--- src/rtl/dmem_bridge.sv ---
// Data-memory bridge between the MEM pipeline stage and a req/addr_ok/data_ok bus.
// Issues one bus request per MEM instruction and stalls the pipeline until it completes.
module dmem_bridge #(
  parameter int DATA_W = 32
) (
  input  logic              clk,
  input  logic              rst,
  input  logic              mem_en_i,
  input  logic              mem_wr_i,
  input  logic [1:0]        mem_size_i,
  input  logic [DATA_W-1:0] mem_addr_i,
  input  logic [DATA_W-1:0] mem_wdata_i,
  input  logic              cpu_stall_i,
  input  logic              flush_i,
  output logic              mem_stall_o,
  output logic [DATA_W-1:0] mem_rdata_o,
  output logic              data_req_o,
  output logic              data_wr_o,
  output logic [1:0]        data_size_o,
  output logic [DATA_W-1:0] data_addr_o,
  output logic [DATA_W-1:0] data_wdata_o,
  input  logic              data_addr_ok_i,
  input  logic              data_data_ok_i,
  input  logic [DATA_W-1:0] data_rdata_i
);

  localparam int LANES = DATA_W / 8;

  typedef enum logic [1:0] {
    IDLE = 2'd0,
    REQ  = 2'd1,
    WAIT = 2'd2,
    DONE = 2'd3
  } state_t;

  state_t            state_reg, state_next;
  logic              discard_reg, discard_next;
  logic              wr_reg;
  logic [1:0]        size_reg;
  logic [DATA_W-1:0] addr_reg;
  logic [DATA_W-1:0] wdata_reg;
  logic [DATA_W-1:0] rdata_reg;

  logic              capture;
  logic              complete;
  logic              drop;
  logic              stall_comb;
  logic [LANES-1:0][7:0] wdata_lanes;

  // Replicate right-aligned store data so every byte lane carries the value.
  for (genvar gi = 0; gi < LANES; gi++) begin : g_lane
    assign wdata_lanes[gi] = (mem_size_i == 2'd0) ? mem_wdata_i[7:0] :
                             (mem_size_i == 2'd1) ? mem_wdata_i[(gi % 2) * 8 +: 8] :
                                                    mem_wdata_i[gi * 8 +: 8];
  end

  // A flush arriving in the same cycle as completion still cancels the access.
  assign drop = discard_reg | flush_i;

  always_comb begin
    state_next   = state_reg;
    discard_next = discard_reg;
    capture      = 1'b0;
    complete     = 1'b0;
    stall_comb   = 1'b0;
    case (state_reg)
      IDLE: begin
        if (mem_en_i && !flush_i) begin
          capture    = 1'b1;
          stall_comb = 1'b1;
          state_next = REQ;
        end
      end
      REQ: begin
        stall_comb   = 1'b1;
        discard_next = drop;
        if (data_addr_ok_i) begin
          if (data_data_ok_i) begin
            complete     = 1'b1;
            discard_next = 1'b0;
            state_next   = drop ? IDLE : DONE;
          end else begin
            state_next = WAIT;
          end
        end
      end
      WAIT: begin
        stall_comb   = 1'b1;
        discard_next = drop;
        if (data_data_ok_i) begin
          complete     = 1'b1;
          discard_next = 1'b0;
          state_next   = drop ? IDLE : DONE;
        end
      end
      DONE: begin
        if (!cpu_stall_i || flush_i) begin
          state_next = IDLE;
        end
      end
      default: state_next = IDLE;
    endcase
  end

  always_ff @(posedge clk or negedge rst) begin
    if (!rst) begin
      state_reg   <= IDLE;
      discard_reg <= 1'b0;
      wr_reg      <= 1'b0;
      size_reg    <= 2'd0;
      addr_reg    <= '0;
      wdata_reg   <= '0;
      rdata_reg   <= '0;
    end else begin
      state_reg   <= state_next;
      discard_reg <= discard_next;
      if (capture) begin
        wr_reg    <= mem_wr_i;
        size_reg  <= mem_size_i;
        addr_reg  <= mem_addr_i;
        wdata_reg <= wdata_lanes;
      end
      if (complete && !drop) begin
        rdata_reg <= data_rdata_i;
      end
    end
  end

  // Stall is gated by reset so every output reads zero while reset is held.
  assign mem_stall_o  = rst & stall_comb;
  assign mem_rdata_o  = rdata_reg;
  assign data_req_o   = (state_reg == REQ);
  assign data_wr_o    = wr_reg;
  assign data_size_o  = size_reg;
  assign data_addr_o  = addr_reg;
  assign data_wdata_o = wdata_reg;

  a_req_held: assert property (@(posedge clk) disable iff (!rst)
    (state_reg == REQ && !data_addr_ok_i) |=> (state_reg == REQ && $stable(addr_reg)
                                               && $stable(wdata_reg) && $stable(size_reg)));

endmodule

--- config.mk ---
export PLATFORM = sky130hd
export DESIGN_NAME = dmem_bridge
export DESIGN_NICKNAME = d
export VERILOG_FILES = /design/src/rtl/dmem_bridge.sv
export SDC_FILE = /design/constraint.sdc
export NUM_CORES = 1
export LEC_CHECK = 0
export ABC_CLOCK_PERIOD_IN_PS = 2450
export CAP_MARGIN = 5
export CORE_UTILIZATION = 40
export DETAILED_ROUTE_END_ITERATION = 7
export PLACE_DENSITY = 0.9
export SLEW_MARGIN = 10
export SYNTH_ARGS = -nofsm -noshare
export SYNTH_HDL_FRONTEND = slang
export SYNTH_SLANG_ARGS = --single-unit
--- constraint.sdc ---
create_clock -name clk -period 2.45 [get_ports clk]
set_input_delay 0.6125 -clock clk [delete_from_list [all_inputs] [get_ports clk]]
set_output_delay 0.6125 -clock clk [all_outputs]
set_load 0.03 [all_outputs]
======== Yosys cells after proc, flatten, opt, wreduce, memory -nomap -nowiden ========
Index checks and enable logic that the tools add are counted.
storage, ports and cells
  register bits after elaboration ......... 102
  input bits .............................. 106
  word-level logic and storage cells ...... 49
operators by class
  equal/unequal tests ..................... 8
  mux-type cells .......................... 21
  bitwise gates (word level) .............. 2
  reductions and logical operators ........ 11
operators with widths
  cell                                                                     number
  8-bit two-way mux                                                        5
  2-bit two-way mux                                                        6
  2-bit one-hot mux with 4 select lines                                    1
  1-bit two-way mux                                                        6
  2-bit inequality test, second input constant                             3
  1-bit one-hot mux with 2 select lines                                    3
  2-bit by 1-bit equality test with 1-bit output, second input constant    2
  2-bit equality test, second input constant                               2
  2-bit logical NOT                                                        2
  4-bit AND reduction                                                      1
  1-bit logical NOT                                                        3
  1-bit logical AND                                                        2
  2-bit by 1-bit inequality test with 1-bit output, second input constant  1
  2-bit nonzero test                                                       1
  2-bit OR reduction                                                       1
  1-bit AND                                                                1
  1-bit logical OR                                                         1
  1-bit bitwise OR                                                         1

======== Logic depth before layout (Yosys ltp) ========
Gate-level depths: netlist of run 1.
  depth in word-level cells ............... 5
  gate-level depth with buffers ........... 7
  gate-level depth less buffers ........... 5

======== Worst setup path before layout of run 1 ========
Ideal clock, no wire load.
  path type ............................... register to output
  start ................................... reg state_reg[0]
  end ..................................... out mem_stall_o
  arrival time ............................ 1.842 ns
  required time ........................... 1.837 ns
  slack ................................... -0.005 ns
  cell stages (with the launch flop) ...... 7
  cell sequence ........................... dfrtp_1 > inv_1 > ha_1 > nand3b_1 > buf_2 > nor2b_1 > nor3b_1
between the ends
  longest elaborated chain between the ends .. 4
ends and longest elaborated chain
  item                                                                                          RTL line  text
  start, declared                                                                               36        state_t state_reg, state_next;
  start signal, assigned                                                                        115       state_reg <= state_next;
  2-bit by 1-bit equality test with 1-bit output / 2-bit equality test (equally long branches)  66        case (state_reg)
  2-bit OR reduction (no line)                                                                  n/a
  1-bit one-hot mux with 2 select lines (*)                                                     66
  1-bit AND (*)                                                                                 130       assign mem_stall_o = rst & stall_comb;
  end, declared                                                                                 15        output logic mem_stall_o,
Every way passes the cells marked *; elsewhere a longest branch is shown, timed or not.

======== Worst setup path after layout of run 1 ========
  start ................................... in mem_en_i
  end ..................................... out mem_stall_o
between the ends
  longest elaborated chain between the ends .. 4
ends and longest elaborated chain
  item                                   RTL line  text
  start, declared                        8         input logic mem_en_i,
  1-bit logical AND                      68        if (mem_en_i && !flush_i) begin
  1-bit two-way mux                      68
  1-bit one-hot mux with 2 select lines  66
  1-bit AND                              130
No other way between the ends.

==> flow_summary_export.csv, run 1 <==
group,metric,value,unit
timing,setup_tns,0,ps
logic_synthesis,async_flop_share,1.00,
timing,whs,373,ps
logic_synthesis,synth_cells,316,
placement,port-buffer-count,206,
logic_synthesis,yosys_warnings,0,
timing,finClkSkew,11.1,ps
routing,num_vias,3258,
power_and_ir_drop,p_sw_frac,0.416,
power_and_ir_drop,clock_power_share,0.113,
floorplanning,start_util,0.416,
routing,wl_per_cell,16.3,um
critical_path,required,1840,ps
placement,dp.cells,649,
clock_network,cts_buffer_depth,2,
cells_and_area,nets,641,
run,cap_viol_max_count,0,
critical_path,end_kind,"output port",
logic_synthesis,synth_fp_nets,430,
clock_network,insertion_delay,350,ps
floorplanning,dieArea,11200,um2
power_and_ir_drop,seq_power_share,0.340,
timing,setup_viol,0,
cells_and_area,utilization,0.646,
floorplanning,core,10400,um2
logic_synthesis,syn_area,4310,um2
placement,dp_hpwl,8220,um
power_and_ir_drop,p_per_area,1270,nW/um2
timing,setup_slack,96.5,ps
timing,fmaxAchievable,0.425,GHz
grt,grtUsageMet2,0.341,
timing,relSlewSlack,0.606,
floorplanning,num_rows,37,
grt,gr-usage-all-layers,0.198,
power_and_ir_drop,intPower,4980,uW
floorplanning,die_x,106,um
clock_network,cts_tree,"built",
logic_synthesis,yosys_register_bits,102,
logic_synthesis,synthDistinctLibCells,26,
hold_path,worst_hold_path_type,"in -> async",
timing,hold_viol,0,
grt,grt-busiest-layer,"met2",
clock_network,cts_htree_levels,3,
clock_network,cts_sinks,102,
floorplanning,num_io_pins,207,
run_status,status,"finished clean",
grt,use_met1,0.234,
cells_and_area,drive_gt1_frac,0.205,
grt,grt.overflow.total,0,
cells_and_area,n_antenna_cell,0,
power_and_ir_drop,worst_ir_drop_vdd,634,uV
critical_path,crit_path_start_kind,"input port",
logic_synthesis,yosysSeqAreaShare,0.592,
clock_network,cts_buffers,9,
placement,place.gp.congestion,0.769,
routing,first_pass_iters,4,
power_and_ir_drop,p_sw,3550,uW
power_and_ir_drop,power_frac_comb,0.547,
critical_path,arrival,1740,ps
grt,met3_usage,0.0550,
cells_and_area,final-instance-count-excl-fill,668,
clock_network,cts_root_buf,"clkbuf_8",
critical_path,crit_fanout,3,
routing,drcViolationCount,0,
critical_path,critical_path_class,"in -> out",
cells_and_area,final_cell_mix,"203 x clkdlybuf4s50_1, 100 x dfrtp_1, 72 x mux2_2, 26 x nand2_1",
cells_and_area,area_growth_syn_to_layout,55.3,%
routing,totalWireLength,10900,um
grt,grt_pass1_wl,17100,um
routing,drt_iter0_drc,117,
timing,tightest_slew,591,ps
grt,grt_max_degree,103,
logic_synthesis,postSynth.topFlopCell,"dfrtp_1",
logic_synthesis,syn_area_per_cell,13.6,um2
cells_and_area,mostFrequentLayoutCell,"clkdlybuf4s50_1",
cells_and_area,n_fill_cell,790,
timing,report.final.slew_viol_count,0,
routing,routed_via_density,4.88,
timing,period_minus_slack,2350,ps
clock_network,clk_pin_slew,100,ps
timing,rsz0062_at_grt,"false",
timing,final.period_utilization,0.961,
critical_path,reg2reg_depth,5,
grt,grt_pass1_vias,3466,
floorplanning,fp.dieH,106,um
grt,antenna_found_initial,0,
placement,pre_cts_slack,103,ps
logic_synthesis,synth_edf_count,0,
power_and_ir_drop,leakage,0.00291,uW
routing,drt.antenna.violating_nets,0,
## power groups by stage
| stage | registers [uW] | logic (uW) | clock network (uW) |
|---|---|---|---|
| floorplan | 4450 | 1050 | 0 |
| global placement | 2890 | 4570 | 0 |
| detailed placement | 2940 | 4680 | 0 |
| CTS | 2910 | 4680 | 1000 |
| global route | 3000 | 4910 | 1060 |
| finish | 2900 | 4670 | 961 |
## repair_timing
| item | in CTS | in global routing |
|---|---|---|
| cloned | 0 | 0 |
| buffers inserted | 0 | 3 |
| gates resized for setup | 1 | 4 |
| endpoints found under the setup margin | 1 | 1 |
| hold buffers | 0 | 0 |
## worst paths after layout
path	end	from	slack, ps
max reg2reg	data_addr_o[26]	state_reg[0]	610
min in group clk	data_wdata_o[23]	data_wdata_o[23]	490
min reg2reg	data_wdata_o[23]	data_wdata_o[23]	490
max	mem_stall_o	mem_en_i	100
max in group asynchronous	state_reg[1]	rst	1680
min	mem_rdata_o[1]	rst	370
## per-stage QoR
stage	total power, uW	cell area [um2]
global route	8970	6700
detailed placement	7610	6500
floorplan	5500	4320
finish	8530	6700
global placement	7460	6500
CTS	8590	6670
## cell type report
cell class                      count  area (um2)  share of cell area
Timing Repair Buffer              217        2160               0.323
Clock buffer                       10         128              0.0191
Clock inverter                      6        45.0             0.00673
Tap cell                          136         170              0.0254
Sequential cell                   102        2550               0.382
Inverter                            4        15.0             0.00224
Multi-Input combinational cell    193        1620               0.242
## logic make-up after synthesis
group,after synthesis,share of synthesized area
buffers and inverters,21,0.0334
AO/OA/AOI/OAI,41,0.0496
multiplexers,101,0.257
flip-flops,102,0.592
adder cells (fa/ha/maj),8,0.0232
AND/OR/NAND/NOR,43,0.0453
## worst max-delay path: stages
cell             delay (ps)
clkdlybuf4s50_1         500
nand3b_1                120
nor2b_1                 160
nor3b_2                 170
buf_4                   180
## Yosys cell counts, types with 2 or more instances
cell type	n	share of area
a21oi_1	12	0.014
buf_2	7	0.0081
buf_6	7	0.018
clkbuf_1	2	0.0017
dfrtp_1	102	0.59
ha_1	8	0.023
inv_1	4	0.0035
mux2_1	4	0.010
mux2_2	72	0.19
mux2i_1	25	0.058
nand2_1	26	0.023
nor2_1	8	0.0070
nor2_4	2	0.0052
o21ai_0	25	0.029
## metal layers
| layer | vias to the layer above | part of all wire |
|---|---|---|
| met2 | 147 | 0.50 |
| met4 | 0 | 0.023 |
| met5 | - | 0 |
| met1 | 1570 | 0.40 |
| met3 | 21 | 0.078 |
| li1 | 1520 | - |
Note: power is estimated with default switching activity, not from simulation.
==> run 2: changes to the inputs <==
Settings changed: CTS_BUF_LIST set to sky130_fd_sc_hd__clkbuf_4.
==> run 2 against run 1 <==
Global-route usage is 0.056 points higher. Critical path depth is 1 higher. Setup slack better by 17 ps. Clock power is 17% lower. Clock skew is 6.2 ps higher. Wire length is 0.52% higher. Combinational power hardly changed. Sequential share of layout area is 0.18 points higher. Non-clock buffer count is 2 higher. Largest cell class unchanged.
==> flow_summary_export.csv, run 2 (synthesized netlist as in run 1, its figures left out) <==
group,metric,value,unit
clock_network,cts_tree,"built",
floorplanning,num_io_pins,207,
power_and_ir_drop,power,8380,uW
cells_and_area,area_growth_syn_to_layout,54.4,%
clock_network,cts_htree_levels,3,
floorplanning,start_util,0.416,
grt,grt_max_degree,103,
grt,grt_pass1_vias,3482,
critical_path,startpoint,"state_reg[1]",
power_and_ir_drop,p_per_area,1260,nW/um2
floorplanning,dieArea,11200,um2
clock_network,cts_buffers,9,
critical_path,critical_path_class,"reg -> out",
critical_path,reg2reg_depth,6,
placement,place.gp.congestion,0.769,
clock_network,hold_buffers,0,
routing,drt.antenna.violating_nets,0,
cells_and_area,final_cell_mix,"203 x clkdlybuf4s50_1, 102 x dfrtp_1, 72 x mux2_2, 26 x nand2_1",
critical_path,end_kind,"output port",
placement,dp.cells,649,
clock_network,insertion_delay,430,ps
timing,report.final.slew_viol_count,0,
timing,whs,267,ps
floorplanning,fp.dieH,106,um
critical_path,r2r-end,"data_wdata_o[6]",
clock_network,cts_buffer_depth,2,
critical_path,crit_fanout,4,
grt,grt_pass1_wl,17200,um
routing,drt_iter0_drc,98,
cells_and_area,mostFrequentLayoutCell,"clkdlybuf4s50_1",
power_and_ir_drop,worst_ir_drop_vdd,641,uV
critical_path,required,1840,ps
placement,port-buffer-count,206,
timing,fmaxAchievable,0.428,GHz
clock_network,cts_sinks,102,
routing,routed_via_density,4.93,
critical_path,arrival,1720,ps
placement,dp_hpwl,8220,um
routing,wl_per_cell,16.4,um
timing,finClkSkew,17.3,ps
cells_and_area,n_antenna_cell,0,
floorplanning,core,10400,um2
timing,setup_viol,0,
critical_path,reg2reg_from,"state_reg[1]",
power_and_ir_drop,leakage,0.00290,uW
clock_network,cts_root_buf,"clkbuf_4",
floorplanning,num_rows,37,
critical_path,r2r_slack,580,ps
grt,antenna_found_initial,0,
floorplanning,die_x,106,um
grt,grt.overflow.total,0,
cells_and_area,nets,643,
timing,setup_tns,0,ps
timing,relSlewSlack,0.606,
run,cap_viol_max_count,0,
routing,drcViolationCount,0,
run_status,status,"finished clean",
routing,totalWireLength,11000,um
routing,num_vias,3303,
clock_network,clk_pin_slew,160,ps
timing,final.period_utilization,0.954,
timing,period_minus_slack,2340,ps
hold_path,worst_hold_path_type,"in -> async",
timing,hold_viol,0,
critical_path,cp-endpoint,"mem_stall_o",
cells_and_area,utilization,0.642,
cells_and_area,drive_gt1_frac,0.208,
cells_and_area,final-instance-count-excl-fill,670,
critical_path,crit_path_start_kind,"register",
cells_and_area,n_fill_cell,795,
routing,first_pass_iters,4,
timing,tightest_slew,591,ps
grt,gr-usage-all-layers,0.198,
-- run 2: routing by layer --
layer,global-route usage,part of all wire,up-vias
li1,-,-,1530
met1,0.233,0.40,1609
met2,0.347,0.50,145
met3,0.0563,0.079,19
met4,0.0645,0.021,0
met5,0,0,-
-- run 2: worst min-delay path by stage --
stage,startpoint,end,slack [ps],depth (start not counted)
after floorplan,rst,data_addr_o[0],320,0
after global placement,data_wdata_o[22],data_wdata_o[22],460,2
after detailed placement,data_wdata_o[20],data_wdata_o[20],470,2
after CTS,rst,data_size_o[1],270,2
after global routing,rst,mem_rdata_o[28],290,2
final,rst,mem_rdata_o[1],270,2
-- run 2: final cells by class --
type / count / area, um2 / area share
inverters: 4 / 15.0 / 0.00225
flip-flops and latches: 102 / 2550 / 0.383
clock buffers: 10 / 75.1 / 0.0113
repair buffers: 219 / 2180 / 0.327
well taps: 136 / 170 / 0.0256
multi-input cells: 193 / 1620 / 0.244
clock inverters: 6 / 45.0 / 0.00676
-- run 2: report_power, final --
| group | total, uW | internal, uW | switching [uW] |
|---|---|---|---|
| registers | 2880 | 2470 | 416 |
| clock network | 796 | 226 | 570 |
| logic | 4700 | 2140 | 2550 |
-- run 2: repair_timing --
action	CTS	global route
gates resized for setup	3	1
hold endpoints to repair	0	0
endpoints found under the setup margin	2	1
buffers inserted	2	3
-- run 2: per-stage QoR --
stage	cell area, um2	setup slack, ps
global route	6660	-7.66
floorplan	4320	280
CTS	6630	35.2
finish	6660	114
detailed placement	6500	103
global placement	6500	143
-- run 2: critical path, stage by stage, from the launching register on --
cell      delay [ps]
dfrtp_1          430
inv_2            100
ha_2             190
nand3b_1          90
nor2b_1          150
nor3b_2          160
buf_4            180
==> run 3: changes to the inputs <==
Settings changed: CORE_UTILIZATION 40 to 42, GPL_ROUTABILITY_DRIVEN set to 0, GPL_TIMING_DRIVEN set to 0, PLACE_DENSITY 0.9 to 0.93.
==> run 3 against run 2 <==
Utilization increased by 4.5 points. Non-clock buffer count grew 8. Via count up 0.48%. Maximum frequency down 1.5%. Largest power group unchanged. Clock power rose by 24%. Clock-buffer cell count fell by 1.
==> flow_summary_export.csv, run 3 (synthesized netlist as in run 1, its figures left out) <==
group,metric,value,unit
grt,grt.overflow.total,0,
critical_path,crit_fanout,3,
critical_path,required,1840,ps
timing,final.period_utilization,0.968,
floorplanning,num_rows,36,
critical_path,cp_num_buf_inv,2,
clock_network,clk_pin_slew,160,ps
floorplanning,fp.dieH,103,um
clock_network,cts_htree_levels,3,
timing,rsz0062_at_grt,"true",
clock_network,cts_root_buf,"clkbuf_4",
timing,whs,31.8,ps
cells_and_area,mostFrequentLayoutCell,"clkdlybuf4s50_1",
clock_network,hold_buffers,0,
critical_path,path_delay_family,"flip-flops",
floorplanning,die_x,103,um
cells_and_area,final_cell_mix,"200 x clkdlybuf4s50_1, 101 x dfrtp_1, 72 x mux2_2, 26 x nand2_1",
cells_and_area,area_growth_syn_to_layout,57.1,%
clock_network,cts_tree,"built",
power_and_ir_drop,leakage,0.00297,uW
floorplanning,dieArea,10700,um2
critical_path,cp_slowest_cell,"dfrtp_2",
grt,grt_pass1_wl,17000,um
cells_and_area,drive_gt1_frac,0.225,
timing,period_minus_slack,2370,ps
critical_path,critical_path_class,"reg -> out",
clock_network,insertion_delay,450,ps
timing,fmaxAchievable,0.422,GHz
timing,finClkSkew,18.0,ps
placement,dp_hpwl,9000,um
placement,placed_cell_area,6540,um2
timing,hold_viol,0,
cells_and_area,fin_area,6780,um2
hold_path,worst_hold_path_type,"in -> async",
routing,num_vias,3319,
power_and_ir_drop,worst_ir_drop_vdd,683,uV
placement,port-buffer-count,204,
power_and_ir_drop,p_per_area,1280,nW/um2
routing,drcViolationCount,0,
routing,drt.antenna.violating_nets,0,
timing,relSlewSlack,0.694,
floorplanning,num_io_pins,207,
timing,setup_viol,0,
critical_path,arrival,1760,ps
routing,first_pass_iters,6,
floorplanning,start_util,0.437,
critical_path,crit_chain,"inv_4, ha_4, nand3b_1, nor2b_4, nor3b_2, buf_4",
clock_network,cts_sinks,102,
cells_and_area,nets,651,
routing,totalWireLength,11600,um
cells_and_area,n_fill_cell,707,
grt,antenna_found_initial,0,
critical_path,end_kind,"output port",
clock_network,cts_buffer_depth,2,
timing,tightest_slew,460,ps
run,cap_viol_max_count,0,
floorplanning,core,9860,um2
cells_and_area,n_antenna_cell,0,
run_status,status,"finished clean",
grt,gr-usage-all-layers,0.217,
routing,routed_via_density,4.92,
grt,grt_max_degree,63,
grt,grt_pass1_vias,3389,
critical_path,slowest_delay,470,ps
routing,wl_per_cell,17.2,um
routing,drt_iter0_drc,51,
critical_path,crit_path_start_kind,"register",
timing,report.final.slew_viol_count,0,
clock_network,cts_buffers,9,
==> run 3: final cells by class <==
| cell class | count | area [um2] | share of cell area |
|---|---|---|---|
| sequential | 102 | 2550 | 0.377 |
| timing repair buffer | 211 | 2110 | 0.311 |
| multi-input combinational | 193 | 1640 | 0.242 |
| tap | 133 | 166 | 0.0246 |
| buffer | 16 | 124 | 0.0183 |
| clock inverter | 7 | 97.6 | 0.0144 |
| clock buffer | 9 | 67.6 | 0.00997 |
| inverter | 4 | 17.5 | 0.00259 |
==> run 3: worst paths after layout <==
| kind | start | to | slack, ps | depth (start not counted) |
|---|---|---|---|---|
| hold / removal | rst | data_wdata_o[19] | 30 | 1 |
| min in group clk | data_wdata_o[30] | data_wdata_o[30] | 500 | 2 |
| max in group asynchronous | rst | data_addr_o[21] | 1880 | 2 |
| hold reg to reg | data_wdata_o[30] | data_wdata_o[30] | 500 | 2 |
| setup reg to reg | state_reg[1] | mem_rdata_o[10] | 540 | 7 |
| setup / recovery | state_reg[1] | mem_stall_o | 80 | 6 |
==> run 3: through the flow <==
| step | TNS, ps | setup slack, ps | utilization | std cells | power [uW] |
|---|---|---|---|---|---|
| 2_1_floorplan | 0 | 280 | - | 316 | 5500 |
| 3_3_place_gp | -299850 | -3840 | 0.661 | 653 | 7520 |
| 3_5_place_dp | -725 | -725 | 0.663 | 654 | 7670 |
| 4_1_cts | -40.7 | -40.7 | 0.684 | 673 | 8700 |
| 5_1_grt | -18.3 | -18.3 | 0.687 | 675 | 9140 |
| 6_report | 0 | 78.1 | 0.687 | 675 | 8670 |
==> run 3: timing repair <==
action	in CTS	in global routing
setup buffers	3	3
gates resized for setup	17	7
endpoints found under the setup margin	2	1
endpoints found under the hold margin	0	0
pin swaps	0	2
==> run 3: routing by layer <==
metal,global-route usage,routed length [um]
met5,0,0
met1,0.250,4680
met3,0.0470,733
met2,0.388,5980
met4,0.101,231
==> run 3: power breakdown <==
| part | switching [uW] | leakage [uW] | internal [uW] |
|---|---|---|---|
| Sequential | 414 | 0.00126 | 2470 |
| Clock | 568 | 0.0000825 | 418 |
| Combinational | 2600 | 0.00162 | 2210 |
| Total | 3580 | 0.00297 | 5090 |
